$ cat config.mk
export PLATFORM = sky130hd
export DESIGN_NAME = ext_out_uart_tx
export DESIGN_NICKNAME = d
export VERILOG_FILES = /design/src/rtl/ext_out_uart_tx.sv
export SDC_FILE = /design/constraint.sdc
export NUM_CORES = 1
export LEC_CHECK = 0
export ABC_CLOCK_PERIOD_IN_PS = 6400
export BUFFER_PORTS_ARGS = -buffer_cell sky130_fd_sc_hd__buf_2
export CAP_MARGIN = 30
export CORE_MARGIN = 2
export CORE_UTILIZATION = 24
export DETAILED_ROUTE_END_ITERATION = 8
export SYNTH_ARGS = -nofsm -noshare
export SYNTH_HDL_FRONTEND = slang
export SYNTH_SLANG_ARGS = --single-unit
$ cat constraint.sdc
create_clock -name clk -period 6.4 [get_ports clk]
set_input_delay 0.96 -clock clk [delete_from_list [all_inputs] [get_ports clk]]
set_output_delay 0.96 -clock clk [all_outputs]
set_load 0.02 [all_outputs]
$ cat src/rtl/ext_out_uart_tx.sv
// Captures changes on the processor output port into a small FIFO and sends them as 8N1 UART frames.
// Define EXT_OUT_PARITY_EN to insert an even-parity bit between the data bits and the stop bit.
module ext_out_uart_tx #(
   parameter int CLKS_PER_BIT = 8,
   parameter int FIFO_DEPTH   = 4
) (
   input  logic       clk,
   input  logic       Reset_n,
   input  logic [7:0] OutExtWorld,
   input  logic       tx_en,
   input  logic       clear_ovf,
   output logic       uart_tx,
   output logic       busy,
   output logic       fifo_empty,
   output logic       fifo_full,
   output logic       overflow
);

   localparam int PTR_W = $clog2(FIFO_DEPTH);
   localparam int CNT_W = PTR_W + 1;
   localparam logic [CNT_W-1:0] CNT_FULL  = CNT_W'(FIFO_DEPTH);
   localparam logic [15:0]      BAUD_LAST = 16'(CLKS_PER_BIT - 1);

`ifdef EXT_OUT_PARITY_EN
   typedef enum logic [2:0] {IDLE, START, DATA, PARITY, STOP} state_t;
`else
   typedef enum logic [2:0] {IDLE, START, DATA, STOP} state_t;
`endif

   state_t           state;
   logic [7:0]       last_val;
   logic [7:0]       mem [FIFO_DEPTH];
   logic [PTR_W-1:0] wr_ptr;
   logic [PTR_W-1:0] rd_ptr;
   logic [CNT_W-1:0] count;
   logic [7:0]       shift;
   logic [2:0]       bit_cnt;
   logic [15:0]      baud_cnt;
   logic             capture;
   logic             pop;
   logic             push;
   logic             drop;
`ifdef EXT_OUT_PARITY_EN
   logic             parity_bit;
`endif

   // Pop looks at the registered count, so a byte pushed this cycle waits one cycle.
   assign capture    = tx_en && (OutExtWorld != last_val);
   assign pop        = (state == IDLE) && (count != '0);
   assign push       = capture && ((count != CNT_FULL) || pop);
   assign drop       = capture && !push;
   assign fifo_empty = (count == '0);
   assign fifo_full  = (count == CNT_FULL);

   always_ff @(posedge clk or negedge Reset_n) begin
      if (!Reset_n) begin
         last_val <= 8'h00;
         wr_ptr   <= '0;
         rd_ptr   <= '0;
         count    <= '0;
         overflow <= 1'b0;
      end else begin
         if (capture)
            last_val <= OutExtWorld;
         if (push)
            wr_ptr <= wr_ptr + 1'b1;
         if (pop)
            rd_ptr <= rd_ptr + 1'b1;
         case ({push, pop})
            2'b10:   count <= count + 1'b1;
            2'b01:   count <= count - 1'b1;
            default: count <= count;
         endcase
         if (drop)
            overflow <= 1'b1;
         else if (clear_ovf)
            overflow <= 1'b0;
      end
   end

   always_ff @(posedge clk) begin
      if (push)
         mem[wr_ptr] <= OutExtWorld;
   end

   // Every state holds for CLKS_PER_BIT cycles; uart_tx is registered on the transition into each bit.
   always_ff @(posedge clk or negedge Reset_n) begin
      if (!Reset_n) begin
         state    <= IDLE;
         uart_tx  <= 1'b1;
         busy     <= 1'b0;
         shift    <= 8'h00;
         bit_cnt  <= 3'd0;
         baud_cnt <= 16'd0;
`ifdef EXT_OUT_PARITY_EN
         parity_bit <= 1'b0;
`endif
      end else begin
         case (state)
            IDLE: begin
               uart_tx <= 1'b1;
               if (pop) begin
                  shift    <= mem[rd_ptr];
`ifdef EXT_OUT_PARITY_EN
                  parity_bit <= ^mem[rd_ptr];
`endif
                  state    <= START;
                  uart_tx  <= 1'b0;
                  busy     <= 1'b1;
                  baud_cnt <= BAUD_LAST;
               end
            end
            START: begin
               if (baud_cnt == 16'd0) begin
                  state    <= DATA;
                  uart_tx  <= shift[0];
                  shift    <= shift >> 1;
                  bit_cnt  <= 3'd0;
                  baud_cnt <= BAUD_LAST;
               end else begin
                  baud_cnt <= baud_cnt - 1'b1;
               end
            end
            DATA: begin
               if (baud_cnt == 16'd0) begin
                  baud_cnt <= BAUD_LAST;
                  if (bit_cnt == 3'd7) begin
`ifdef EXT_OUT_PARITY_EN
                     state   <= PARITY;
                     uart_tx <= parity_bit;
`else
                     state   <= STOP;
                     uart_tx <= 1'b1;
`endif
                  end else begin
                     bit_cnt <= bit_cnt + 1'b1;
                     uart_tx <= shift[0];
                     shift   <= shift >> 1;
                  end
               end else begin
                  baud_cnt <= baud_cnt - 1'b1;
               end
            end
`ifdef EXT_OUT_PARITY_EN
            PARITY: begin
               if (baud_cnt == 16'd0) begin
                  state    <= STOP;
                  uart_tx  <= 1'b1;
                  baud_cnt <= BAUD_LAST;
               end else begin
                  baud_cnt <= baud_cnt - 1'b1;
               end
            end
`endif
            STOP: begin
               if (baud_cnt == 16'd0) begin
                  state <= IDLE;
                  busy  <= 1'b0;
               end else begin
                  baud_cnt <= baud_cnt - 1'b1;
               end
            end
            default: begin
               state   <= IDLE;
               uart_tx <= 1'b1;
               busy    <= 1'b0;
            end
         endcase
      end
   end

endmodule

# After elaboration in Yosys (flattened, before gate mapping)
# Memory sizes are Yosys's and may differ from the RTL's.
# Cells that the tools add are included.
[word_totals] ff_bits=48 mem_bits_rw=32 input_bits=12 elab_cells=89 memories=1
[mem_list] name="mem" words=4 width=8 rd=1 rd_clocked_by_memory_dff=0 wr=1 line_no="32" source="logic [7:0] mem [FIFO_DEPTH];"
[classes] add_sub_neg=6 n_eq_ne=16 n_mux=31 bitwise=2 reduce_logical=22
[ops] cell="$mux W16" count=3
[ops] cell="$pmux W16 S3" count=1
[ops] cell="$mux W8" count=4
[ops] cell="$pmux W8 S3" count=1
[ops] cell="$mux W3" count=7
[ops] cell="$logic_not A16 Y1" count=1
[ops] cell="$sub A16 B1 Y16 const B" count=1
[ops] cell="$ne A2 B2 Y1 const B" count=7
[ops] cell="$pmux W3 S2" count=2
[ops] cell="$pmux W3 S4" count=1
[ops] cell="$mux W1" count=10
[ops] cell="$reduce_and A5 Y1" count=2
[ops] cell="$reduce_and A3 Y1" count=3
[ops] cell="$reduce_bool A3 Y1" count=3
[ops] cell="$ne A8 B8 Y1" count=1
[ops] cell="$add A3 B1 Y3 const B" count=2
[ops] cell="$eq A3 B2 Y1 const B" count=2
[ops] cell="$eq A3 B3 Y1 const B" count=2
[ops] cell="$logic_not A3 Y1" count=2
[ops] cell="$reduce_bool A2 Y1" count=3
[ops] cell="$add A2 B1 Y2 const B" count=2
[ops] cell="$logic_and A1 B1 Y1" count=4
[ops] cell="$pmux W1 S4" count=1
[ops] cell="$reduce_and A4 Y1" count=1
[ops] cell="other kinds (10)" count=11

# Depth between registers and ports, before layout
[logic_depth] word_depth=7 ltp_mapped=11 mapped_depth_nobuf=10

# Least setup slack after synthesis
# No wires, ideal clock.
[synth_timing] path_kind="input port to flip-flop" startpoint="input port OutExtWorld[6]" endpoint="register count[2]" setup_time_ns=0.079 arrival_time_ns=3.024 slack_ns=3.297 path_stages=10 n_path_buf=1 cell_sequence="xor2_1 nor4_1 a21bo_2 clkbuf_1 nand2_1 fa_1 nand4b_1 a21oi_1 a31o_2 xor2_1"
[synth_via] elab_chain_cells=5 elab_cells_between_ends=7
[synth_lines] element="from (decl)" line_no="9" source="input logic [7:0] OutExtWorld,"
[synth_lines] element="$ne A8 B8 Y1 *" line_no="48" source="assign capture = tx_en && (OutExtWorld != last_val);"
[synth_lines] element="$logic_and A1 B1 Y1 *" line_no="48"
[synth_lines] element="$logic_and A1 B1 Y1 *" line_no="50" source="assign push = capture && ((count != CNT_FULL) || pop);"
[synth_lines] element="$eq A2 B1 Y1 or $eq A2 B2 Y1 (tied branches)" line_no="69" source="case ({push, pop})"
[synth_lines] element="$pmux W3 S2 or $reduce_bool A2 Y1 (tied branches)"
[synth_lines] element="to (signal assigned)" line_no="70" source="2'b10: count <= count + 1'b1;"
[synth_lines] element="to (signal assigned)" line_no="71" source="2'b01: count <= count - 1'b1;"
[synth_lines] element="to (signal assigned)" line_no="72" source="default: count <= count;"
[synth_lines] element="to (decl)" line_no="35" source="logic [CNT_W-1:0] count;"
# Every way passes the cells marked *; elsewhere a longest branch is shown, timed or not.
# A chain may end at the register's enable or synchronous reset.

# Final worst setup path
# Same ends and word-level chain as after synthesis.

==> reports/qor.csv <==
metric;value;unit
outcome;finished clean;
hold_class;in -> async;
synthCells;317;
fillers;1647;
hold_viol;0;
yosysMostFrequentCell;dfrtp_1;
postCtsHoldBufs;0;
synth-seq-cells;79;
crit_path_end_kind;flip-flop;
portBuffers;16;
cts-root-buf;clkbuf_16;
finalPower;2.30;mW
route.detailed.drc;0;
cts_tree;done;
cts_buffers;9;
drive_above_1_share;19.1;%
path_class;in -> reg;
grt_pass1_wl;12400;microns
cp.required;6.67;ns
place_area;0.00417;sq mm
n_antenna_cell;0;
drt-initial-drc-count;132;
track_usage;9.60;%
clk_latency;0.34;ns
grt_max_degree;39;
cap_violations;0;
period_minus_slack;3.13;ns
coreArea;0.0158;sq mm
syn_area;0.00383;sq mm
cts_resized;0;
ios;17;
fin_nets;360;
synth_common_cells;46 x dfrtp_1, 32 x edfxtp_1, 26 x nand2_1;
setup_viol;0;
cts_max_level;3;
final_area;0.00450;sq mm
grt_pass1_vias;2467;
power_leakage;1.81;nW
clkTransAtPathRegs;0.07;ns
dpl.hpwl;5160;microns
postCtsSetupRepairBufs;0;
ys_seq_area_share;55.8;%
async_reset_ff_share;59.5;%
ys_types;55;
die_area;0.0170;sq mm
clock-sinks;79;
synth_top_area_cell;dfrtp_1;
dpl.cell_count;541;
die_width;130;microns
vias_per_cell;4.46;
worst_pin_slew;0.662;ns
routed_wl;7310;microns
antenna_found_initial;0;
first_pass_iters;4;
fin_cells;557;
netlist_top_cells_area;dfrtp_1 30%, edfxtp_1 25%, mux4_2 4.7%;
ant_nets;0;
syn_to_final_growth;17.4;%
post-route-util;28.5;%
synth_top_area_share;30.0;%
multi_input_area;0.00160;sq mm
vias;2482;
synth_edf_count;32;
synth_fp_nets;341;
initial_utilization;24.3;%
worstPathArrival;3.39;ns
critical_path_peak_fanout;12;
die_y;130;microns
rsz0062_at_grt;false;
clock_path_buffers;2;
final_max_slew_viol_count;0;
synth_area_per_cell;12.1;sq um
cp-start-kind;input port;
p_per_area;512;mW/mm^2
rows;46;
routabilityCongestion;0.795;
fin_crit_sh;48.9;%
grt_overflow;0;
skew;0.00848;ns
finalSetupTns;0;ns
fmax;320;MHz
seq_area;0.00214;sq mm
drt-wirelength-per-cell;13.1;microns
synth-warning-count;0;
synth_flop_cell;dfrtp_1;
slew_headroom;55.4;%
peakVddDrop;0.375;mV
-- cells by family after synthesis --
logic type / after synthesis / share of synthesized area [%]
fa+ha+maj: 12 / 4.11
flops: 79 / 55.8
mux: 28 / 10.2
simple gates: 99 / 13.7
xor+xnor: 17 / 3.88
buf+inv: 23 / 2.51
compound gates: 59 / 9.73
-- power by group --
part | internal, mW | total, mW | switching, mW | leakage (nW)
clock | 0.352 | 0.574 | 0.223 | 0.166
sequential | 0.686 | 0.820 | 0.134 | 0.883
combinational | 0.395 | 0.910 | 0.515 | 0.761
total | 1.43 | 2.30 | 0.872 | 1.81
-- cells in the final DEF (no fill, tap or decap), drive strengths merged, types with 4 or more instances in the layout --
cell    instances
mux4            8
mux2           10
inv            16
ha             11
and2            4
o21ai          21
or4             5
a21oi          13
buf            19
nor3            7
nand3           9
nand2          26
xor2           11
nor4            8
dfrtp          46
mux2i          10
nor2           23
a21o            4
xnor2           6
edfxtp         32
clkbuf          9
a31oi           4
-- worst paths after layout --
check | startpoint | depth (start not counted) | slack (ns) | to
max in group asynchronous | Reset_n | 2 | 5.40 | uart_tx
max reg2reg | baud_cnt[0] | 6 | 3.60 | bit_cnt[1]
min reg2reg | shift[1] | 2 | 0.48 | shift[1]
min in group clk | shift[1] | 2 | 0.48 | shift[1]
min | Reset_n | 1 | 0.47 | baud_cnt[5]
max | OutExtWorld[6] | 10 | 3.27 | count[2]
-- sequential cells by signal, indices dropped and copies added (netlist names) --
name,cells
last_val,8
mem,32
rd_ptr,2
uart_tx,1
baud_cnt,16
overflow,1
state,2
bit_cnt,3
count,3
wr_ptr,2
busy,1
shift,8
-- final cells by class --
class                   count  area share (%)
clock inverters             7            2.47
multi-input cells         215            35.5
clock buffers               9            5.00
repair buffers             19            2.50
inverters                  12            1.00
well taps                 216            6.00
flip-flops and latches     79            47.5
-- metal layers --
metal  wire length (microns)  vias up  track usage (%)
met5                       0        -                0
met4                     128        0             3.94
met3                     261        9             3.30
met2                    3500       43             15.1
met1                    3410     1220             12.2
li1                        -     1210                -
-- worst max-delay path, cell delays in order --
cell	delay, ns
buf_2	0.13
xor2_1	0.14
nor4_1	0.61
a21bo_2	0.42
nand2_1	0.12
fa_1	0.39
nand4b_1	0.19
a21oi_1	0.16
a31o_2	0.13
xor2_1	0.14
-- through the flow --
step | worst slack [ns] | hold WS, ns
2_1_floorplan | 3.30 | 0.450
3_5_place_dp | 2.93 | 0.477
4_1_cts | 3.29 | 0.464
5_1_grt | 3.15 | 0.476
6_report | 3.27 | 0.467
3_3_place_gp | 3.01 | 0.467
No activity file was read; power rests on OpenSTA's default activity.
